$ cat config.mk
export PLATFORM = sky130hd
export DESIGN_NAME = risc_mgmt_arbiter
export DESIGN_NICKNAME = d
export VERILOG_FILES = /design/src/rtl/risc_mgmt_arbiter.sv
export SDC_FILE = /design/constraint.sdc
export NUM_CORES = 1
export LEC_CHECK = 0
export CAP_MARGIN = 25
export CORE_AREA = 5 5 163 165
export CTS_CLUSTER_DIAMETER = 50
export DETAILED_ROUTE_END_ITERATION = 16
export DIE_AREA = 0 0 168 170
export PLACE_DENSITY = 0.69
export SLEW_MARGIN = 20
export SYNTH_ARGS = -nofsm -noshare
export SYNTH_HDL_FRONTEND = slang
export SYNTH_SLANG_ARGS = --single-unit
export TNS_END_PERCENT = 5
$ cat constraint.sdc
create_clock -name CLK -period 3 [get_ports CLK]
set_clock_uncertainty 0.2 [all_clocks]
set_input_delay 0.3 -clock CLK [delete_from_list [all_inputs] [get_ports CLK]]
set_output_delay 0.3 -clock CLK [all_outputs]
set_load 0.05 [all_outputs]
$ cat src/rtl/risc_mgmt_arbiter.sv
// risc_mgmt_arbiter: grants custom instructions to one RISC-MGMT extension and sequences its memory accesses and faults
module risc_mgmt_arbiter #(
  parameter int NUM_EXT = 4,
  parameter int WORD_W  = 32,
  parameter int TIMEOUT = 256
) (
  input  logic                      CLK,
  input  logic                      nRST,
  input  logic                      insn_valid,
  input  logic [NUM_EXT-1:0]        ext_claim,
  input  logic [NUM_EXT-1:0]        ext_done,
  input  logic [NUM_EXT-1:0]        ext_exception,
  input  logic [NUM_EXT-1:0]        ext_mem_req,
  input  logic [NUM_EXT-1:0]        ext_mem_wen,
  input  logic [NUM_EXT*WORD_W-1:0] ext_mem_addr,
  input  logic [NUM_EXT*WORD_W-1:0] ext_mem_store,
  input  logic                      flush,
  input  logic                      mem_busy,
  input  logic [WORD_W-1:0]         mem_load,
  output logic                      mem_ren,
  output logic                      mem_wen,
  output logic [WORD_W-1:0]         mem_addr,
  output logic [WORD_W-1:0]         mem_store,
  output logic [WORD_W-1:0]         ext_mem_load,
  output logic [NUM_EXT-1:0]        ext_mem_ack,
  output logic [NUM_EXT-1:0]        ex_token,
  output logic                      active_insn,
  output logic                      decode_bubble,
  output logic                      execute_stall,
  output logic                      exception,
  output logic [NUM_EXT-1:0]        ex_cause
);
  localparam int OW = NUM_EXT > 1 ? $clog2(NUM_EXT) : 1;
  localparam int CW = $clog2(TIMEOUT);
  typedef enum logic [1:0] {IDLE, EXEC, MEM_WAIT} state_t;
  state_t             state_q, state_d;
  logic [OW-1:0]      owner_q, owner_d, claim_idx;
  logic [CW-1:0]      cnt_q, cnt_d;
  logic               flush_pend_q, flush_pend_d;
  logic [NUM_EXT-1:0] token_q, token_d, ack_q, ack_d, cause_q, cause_d, owner_oh;
  logic               wen_q, wen_d, exc_q, exc_d, one_claim, multi_claim, to_idle;
  logic [WORD_W-1:0]  addr_q, addr_d, store_q, store_d, load_q, load_d;
  assign one_claim   = ext_claim != '0 && (ext_claim & (ext_claim - NUM_EXT'(1))) == '0;
  assign multi_claim = ext_claim != '0 && !one_claim;
  assign owner_oh    = NUM_EXT'(1) << owner_q;
  // lowest set claim bit gives the owner index (only used when exactly one bit is set)
  always_comb begin
    claim_idx = '0;
    for (int i = NUM_EXT - 1; i >= 0; i--) if (ext_claim[i]) claim_idx = OW'(i);
  end
  // next-state, grant bookkeeping and registered pulse generation
  always_comb begin
    state_d      = state_q;
    owner_d      = owner_q;
    cnt_d        = cnt_q;
    flush_pend_d = flush_pend_q;
    token_d      = token_q;
    wen_d        = wen_q;
    addr_d       = addr_q;
    store_d      = store_q;
    load_d       = load_q;
    ack_d        = '0;
    exc_d        = 1'b0;
    cause_d      = '0;
    to_idle      = 1'b0;
    case (state_q)
      IDLE: begin
        if (insn_valid && one_claim) begin
          state_d = EXEC;
          owner_d = claim_idx;
          token_d = ext_claim;
          cnt_d   = '0;
        end else if (insn_valid && multi_claim) begin
          exc_d   = 1'b1;
          cause_d = ext_claim;
        end
      end
      EXEC: begin
        if (flush) to_idle = 1'b1;
        else if (ext_exception[owner_q]) begin
          exc_d   = 1'b1;
          cause_d = owner_oh;
          to_idle = 1'b1;
        end else if (ext_done[owner_q]) to_idle = 1'b1;
        else if (ext_mem_req[owner_q]) begin
          state_d = MEM_WAIT;
          wen_d   = ext_mem_wen[owner_q];
          addr_d  = ext_mem_addr[owner_q*WORD_W +: WORD_W];
          store_d = ext_mem_store[owner_q*WORD_W +: WORD_W];
        end else if (cnt_q == CW'(TIMEOUT - 1)) begin
          exc_d   = 1'b1;
          cause_d = owner_oh;
          to_idle = 1'b1;
        end else cnt_d = cnt_q + CW'(1);
      end
      MEM_WAIT: begin
        if (!mem_busy) begin
          load_d = mem_load;
          if (flush_pend_q || flush) to_idle = 1'b1;
          else begin
            ack_d   = owner_oh;
            state_d = EXEC;
          end
        end else if (flush) flush_pend_d = 1'b1;
      end
      default: to_idle = 1'b1;
    endcase
    if (to_idle) begin
      state_d      = IDLE;
      owner_d      = '0;
      cnt_d        = '0;
      flush_pend_d = 1'b0;
      token_d      = '0;
    end
  end
  // state and datapath registers, cleared asynchronously
  always_ff @(posedge CLK or negedge nRST) begin
    if (!nRST) begin
      state_q      <= IDLE;
      owner_q      <= '0;
      cnt_q        <= '0;
      flush_pend_q <= 1'b0;
      token_q      <= '0;
      wen_q        <= 1'b0;
      addr_q       <= '0;
      store_q      <= '0;
      load_q       <= '0;
      ack_q        <= '0;
      exc_q        <= 1'b0;
      cause_q      <= '0;
    end else begin
      state_q      <= state_d;
      owner_q      <= owner_d;
      cnt_q        <= cnt_d;
      flush_pend_q <= flush_pend_d;
      token_q      <= token_d;
      wen_q        <= wen_d;
      addr_q       <= addr_d;
      store_q      <= store_d;
      load_q       <= load_d;
      ack_q        <= ack_d;
      exc_q        <= exc_d;
      cause_q      <= cause_d;
    end
  end
  assign mem_ren       = state_q == MEM_WAIT && !wen_q;
  assign mem_wen       = state_q == MEM_WAIT && wen_q;
  assign mem_addr      = addr_q;
  assign mem_store     = store_q;
  assign ext_mem_load  = load_q;
  assign ext_mem_ack   = ack_q;
  assign ex_token      = token_q;
  assign active_insn   = state_q != IDLE;
  assign decode_bubble = state_q != IDLE;
  assign execute_stall = (state_q == EXEC && state_d != IDLE) || state_q == MEM_WAIT;
  assign exception     = exc_q;
  assign ex_cause      = cause_q;
endmodule

Word-level counts from Yosys, hierarchy flattened
Index checks and enable logic that the tools add are counted.
Widths: inputs -> output; s select.
{ "word_totals": {"ff_bits": 123, "latchBits": 0, "ramBits": 0, "rom_bits": 0, "inputBits": 313, "word_cells": 123, "n_memories": 0} }
{ "op_classes": {"addsub": 2, "mul": 0, "div": 0, "n_lt_le_gt_ge": 1, "n_eq_ne": 9, "shift": 3, "muxes": 64, "bitwise": 5, "reduce_logical": 27} }
{ "ops": {"columns": ["cell", "n"], "rows": [
  ["$shiftx 128x8->32", 2],
  ["$mux 8", 7],
  ["$mux 4", 13],
  ["$mux 2", 15],
  ["$mux 1", 20],
  ["$ne 3x3->1 const B", 6],
  ["$pmux 8 s2", 1],
  ["$reduce_bool 2->1", 7],
  ["$add 8x1->8 const B", 1],
  ["$bmux 1 s2", 4],
  ["$eq 8x8->1 const B", 1],
  ["$pmux 4 s2", 1],
  ["$logic_and 1x1->1", 7],
  ["$reduce_and 7->1", 1],
  ["$pmux 2 s3", 1],
  ["$reduce_and 5->1", 1],
  ["$and 4x4->4", 1],
  ["$logic_not 4->1", 1],
  ["$not 1->1", 4],
  ["$reduce_and 2->1", 2],
  ["$reduce_bool 4->1", 1],
  ["$shl 1x2->4 const A", 1],
  ["$sub 4x1->4 const B", 1],
  ["$lt 2x3->1 const B", 1],
  ["9 further kinds", 11]
]} }

Logic depth before layout (Yosys ltp)
{ "depth": {"depth_word": 11, "depth_mapped": 8} }

Worst setup path after synthesis
OpenSTA, ideal clock, no wires.
{ "synth_timing": {"path_type": "reg2out", "startpoint": "register owner_q[0]", "endpoint": "output port execute_stall", "arrival_ns": 1.895, "required_time_ns": 2.500, "path_slack_ns": 0.605, "path_stages_with_launch": 6, "cell_sequence": "dfrtp_1 > buf_2 > mux4_2 > nor4_2 > nor4_2 > or2_2"} }
{ "synth_between": {"elab_chain_cells": 11, "word_cells_on_any_way": 20, "cone_classes": "mux (17); reduce/logical (3)"} }
{ "synth_rtl": {"columns": ["item", "line_no", "rtl"], "rows": [
  ["from (decl)", "37", "logic [OW-1:0] owner_q, owner_d, claim_idx;"],
  ["from (signal assigned)", "133", "owner_q <= owner_d;"],
  ["$bmux 1 s2", "85", "else if (ext_mem_req[owner_q]) begin"],
  ["$mux 1 (not written as such)", "85", null],
  ["$mux 2 or $mux 1 (tied branches)", "85", null],
  ["$mux 2 or $mux 1 (tied branches)", "84", "end else if (ext_done[owner_q]) to_idle = 1'b1;"],
  ["$mux 2 or $mux 1 (tied branches)", "80", "else if (ext_exception[owner_q]) begin"],
  ["$mux 2 or $mux 1 (tied branches)", "79", "if (flush) to_idle = 1'b1;"],
  ["$pmux 2 s3 or $pmux 1 s3 (tied branches)", "66", "case (state_q)"],
  ["$mux 2 (*)", "108", "if (to_idle) begin"],
  ["$reduce_bool 2->1 (*)", "155", "assign execute_stall = (state_q == EXEC && state_d != IDLE) || state_q == MEM_WAIT;"],
  ["$logic_and 1x1->1 (*)", "155", null],
  ["$logic_or 1x1->1 (*)", "155", null],
  ["to (decl)", "29", "output logic execute_stall,"]
]} }
Mark *: on every way between the ends. The rest lies on a longest branch, timed or not. The select of a mux whose other input is x is not followed.

Final worst setup path
{ "layout_timing": {"startpoint": "register owner_q[1]", "endpoint": "output port execute_stall"} }
The elaborated chain is that of the path after synthesis.

==> flow_summary.yaml <==
place:
  pre_cts_slack_ns: 0.1140
  placed_area_um2: 11450
  port_buffers: 426
  gp_congestion: 0.8473
  dpl.hpwl_um: 21230
drt:
  wl_per_cell_um: 20.20
  first_pass_iters: 6
  viasPerCell: 4.754
  antenna_left: 0
  drt-total-wl_um: 26280
  vias: 6185
  drc: 0
  drtIter0Drc: 253
cells_and_area:
  final_area_um2: 12080
  drive_above_1_share: 0.2082
  final_common_cell: "clkdlybuf4s50_1"
  area.growth.synth_to_final_pct: 78.56
  layout_common_cells: "clkdlybuf4s50_1, dfrtp_1, nand2_1"
  fin_nets: 1272
yosys:
  yosys.cell_types.count: 49
  yosysWarnings: 0
  syn-cell-area_um2: 6763
  synthCells: 528
  syn_avg_cell_area_um2: 12.81
  async_reset_ff_frac: 1.000
  synthTopCellsByArea: "dfrtp_1, mux4_2, mux2_2, nand2_1, clkbuf_1"
  syn_nets: 842
  synth_ff_type: "dfrtp_1"
  synth_top_cell_by_area: "dfrtp_1"
  yosysTopAreaCellShare: 0.4551
  synth_seq_cells: 123
  synth-edff-count: 0
  ys_seq_area_frac: 0.4551
power_and_ir_drop:
  p_switching_mw: 4.555
  p_comb_frac: 0.541
  p_leak_nw: 4.806
  clkPwrFrac: 0.195
  power_mw: 10.30
  power_density_nw_per_um2: 852.7
  peakVddDrop_mv: 0.5221
  p_int_mw: 5.742
  p_sw_frac: 0.4423
  seqPwrFrac: 0.263
global_route:
  overflow: 0
  grt_usage: 0.1816
  grt_pass1_vias: 6904
  antenna_found_initial: 2
  grt_max_degree: 67
  grt_pass1_wl_um: 39970
clock_network:
  cts_sinks: 123
  cts_buffer_depth: 2
  cts_tree: "built"
  cts-root-buf: "clkbuf_16"
  cts_made_buffers: 17
  clock_latency_ns: 0.42
  path_clk_slew_ns: 0.06
  h-tree-depth: 4
worst_setup_path:
  endpoint_kind: "output pin"
  worst_ep_required_time_ns: 2.50
  arrival_ns: 2.32
  critPathMaxFanout: 14
  path_class: "reg -> out"
  start_kind: "register"
timing:
  setup_ws_ns: 0.1778
  tns_ns: 0
  setup_viol: 0
  drv_slew: 0
  fin_crit_ns: 2.822
  rsz0062_at_grt: "no"
  max_freq_ghz: 0.3543
  relSlewSlack: 0.4815
  hold_viol_final: 0
  worst_pin_slew_ns: 0.7726
  post-route-period-util: 0.9407
die:
  die_area_um2: 28560
  initial_core_util: 0.2717
  die_x_um: 168
  die_y_um: 170
  boundaryPins: 427
  row_count: 58
  coreArea_um2: 24890
flow_run:
  cap_viol_max_count: 0
status:
  status: "complete, no violations"
worst_hold_path:
  hp-class: "in -> reg"
==> cell families after synthesis <==
group	Yosys count	share of synthesized area
muxes	138	0.3406
buffers and inverters	44	0.03071
xor gates and xnor gates	1	0.001295
DFF	123	0.4551
AOI/OAI and AO/OA	45	0.04977
adders and majority gates	2	0.003330
and+or+nand+nor	175	0.1192
==> per-stage QoR <==
step,hold WS [ns],utilization,cells
after global placement,0.1462,0.4599,1264
after detailed placement,0.1419,0.4599,1264
after global routing,0.2046,0.4851,1301
final,0.2140,0.4851,1301
after CTS,0.1940,0.4838,1296
after floorplan,-0.1956,-,528
==> cell usage after synthesis (5+ instances only) <==
| library cell | count |
|---|---|
| nand2_1 | 113 |
| mux4_2 | 67 |
| inv_1 | 6 |
| a21oi_1 | 11 |
| clkbuf_1 | 24 |
| nor2_1 | 14 |
| nor3_1 | 7 |
| dfrtp_1 | 123 |
| mux2_2 | 67 |
| a32o_1 | 8 |
| a31oi_1 | 5 |
==> critical path, cell delays in order (launching register included) <==
cell and delay [ns]:
dfrtp_4 0.53, buf_6 0.19, mux4_2 0.34, buf_4 0.18
nor4_2 0.33, or2_2 0.20, buf_12 0.14
==> cell type report <==
| cell class | count | area (µm²) |
|---|---|---|
| fill | 2213 | 12820 |
| clock buffer | 17 | 425.4 |
| inverter | 6 | 22.52 |
| sequential | 123 | 3085 |
| multi-input combinational | 361 | 3500 |
| timing repair buffer | 449 | 4479 |
| tap | 330 | 412.9 |
| clock inverter | 14 | 147.6 |
| antenna | 1 | 2.502 |
==> sequential cells by signal (all words and copies together) (netlist names), 2 cells and up <==
signal        count
mem_addr         32
ex_token          4
mem_store        32
ext_mem_ack       4
ext_mem_load     32
ex_cause          4
state_q           2
cnt_q             8
owner_q           2
==> layer usage <==
metal | vias up | global-route usage | share of wire | wire (µm)
met5 | - | 0 | 0.00027 | 7
met4 | 2 | 0.06210 | 0.028 | 740
met3 | 49 | 0.06249 | 0.081 | 2118
met2 | 263 | 0.3094 | 0.50 | 13110
met1 | 3017 | 0.2154 | 0.39 | 10300
li1 | 2854 | - | - | -
==> worst paths after layout <==
| check | slack, ns | depth (start not counted) | end | from |
|---|---|---|---|---|
| max | 0.18 | 6 | execute_stall | owner_q[1]$_DFFE_PN0P_ |
| min | 0.21 | 3 | ext_mem_load[8]$_DFFE_PN0P_ | mem_load[8] |
| max reg2reg | 0.21 | 6 | mem_store[21]$_DFFE_PN0P_ | owner_q[1]$_DFFE_PN0P_ |
| min reg2reg | 0.27 | 2 | ext_mem_load[9]$_DFFE_PN0P_ | ext_mem_load[9]$_DFFE_PN0P_ |
| max in group asynchronous | 1.57 | 3 | ext_mem_load[29]$_DFFE_PN0P_ | nRST |
| min in group asynchronous | 0.24 | 2 | cnt_q[7]$_DFFE_PN0P_ | nRST |
==> power by group through the flow <==
stage	sequential [mW]	clock [mW]	combinational (mW)
3_5_place_dp	2.74	0	5.60
4_1_cts	2.73	2.07	5.62
2_1_floorplan	4.87	0	1.25
3_3_place_gp	2.72	0	5.57
6_report	2.71	2.01	5.57
5_1_grt	2.82	2.16	5.83
==> repair_timing <==
action | in CTS | in global routing
gates resized for setup | 2 | 0
setup endpoints to repair | 1 | 1
pin swaps | 0 | 1
buffers inserted | 0 | 4
hold buffers | 1 | 0
hold endpoints to repair | 60 | 0
Power figures use the tool's default switching activity.
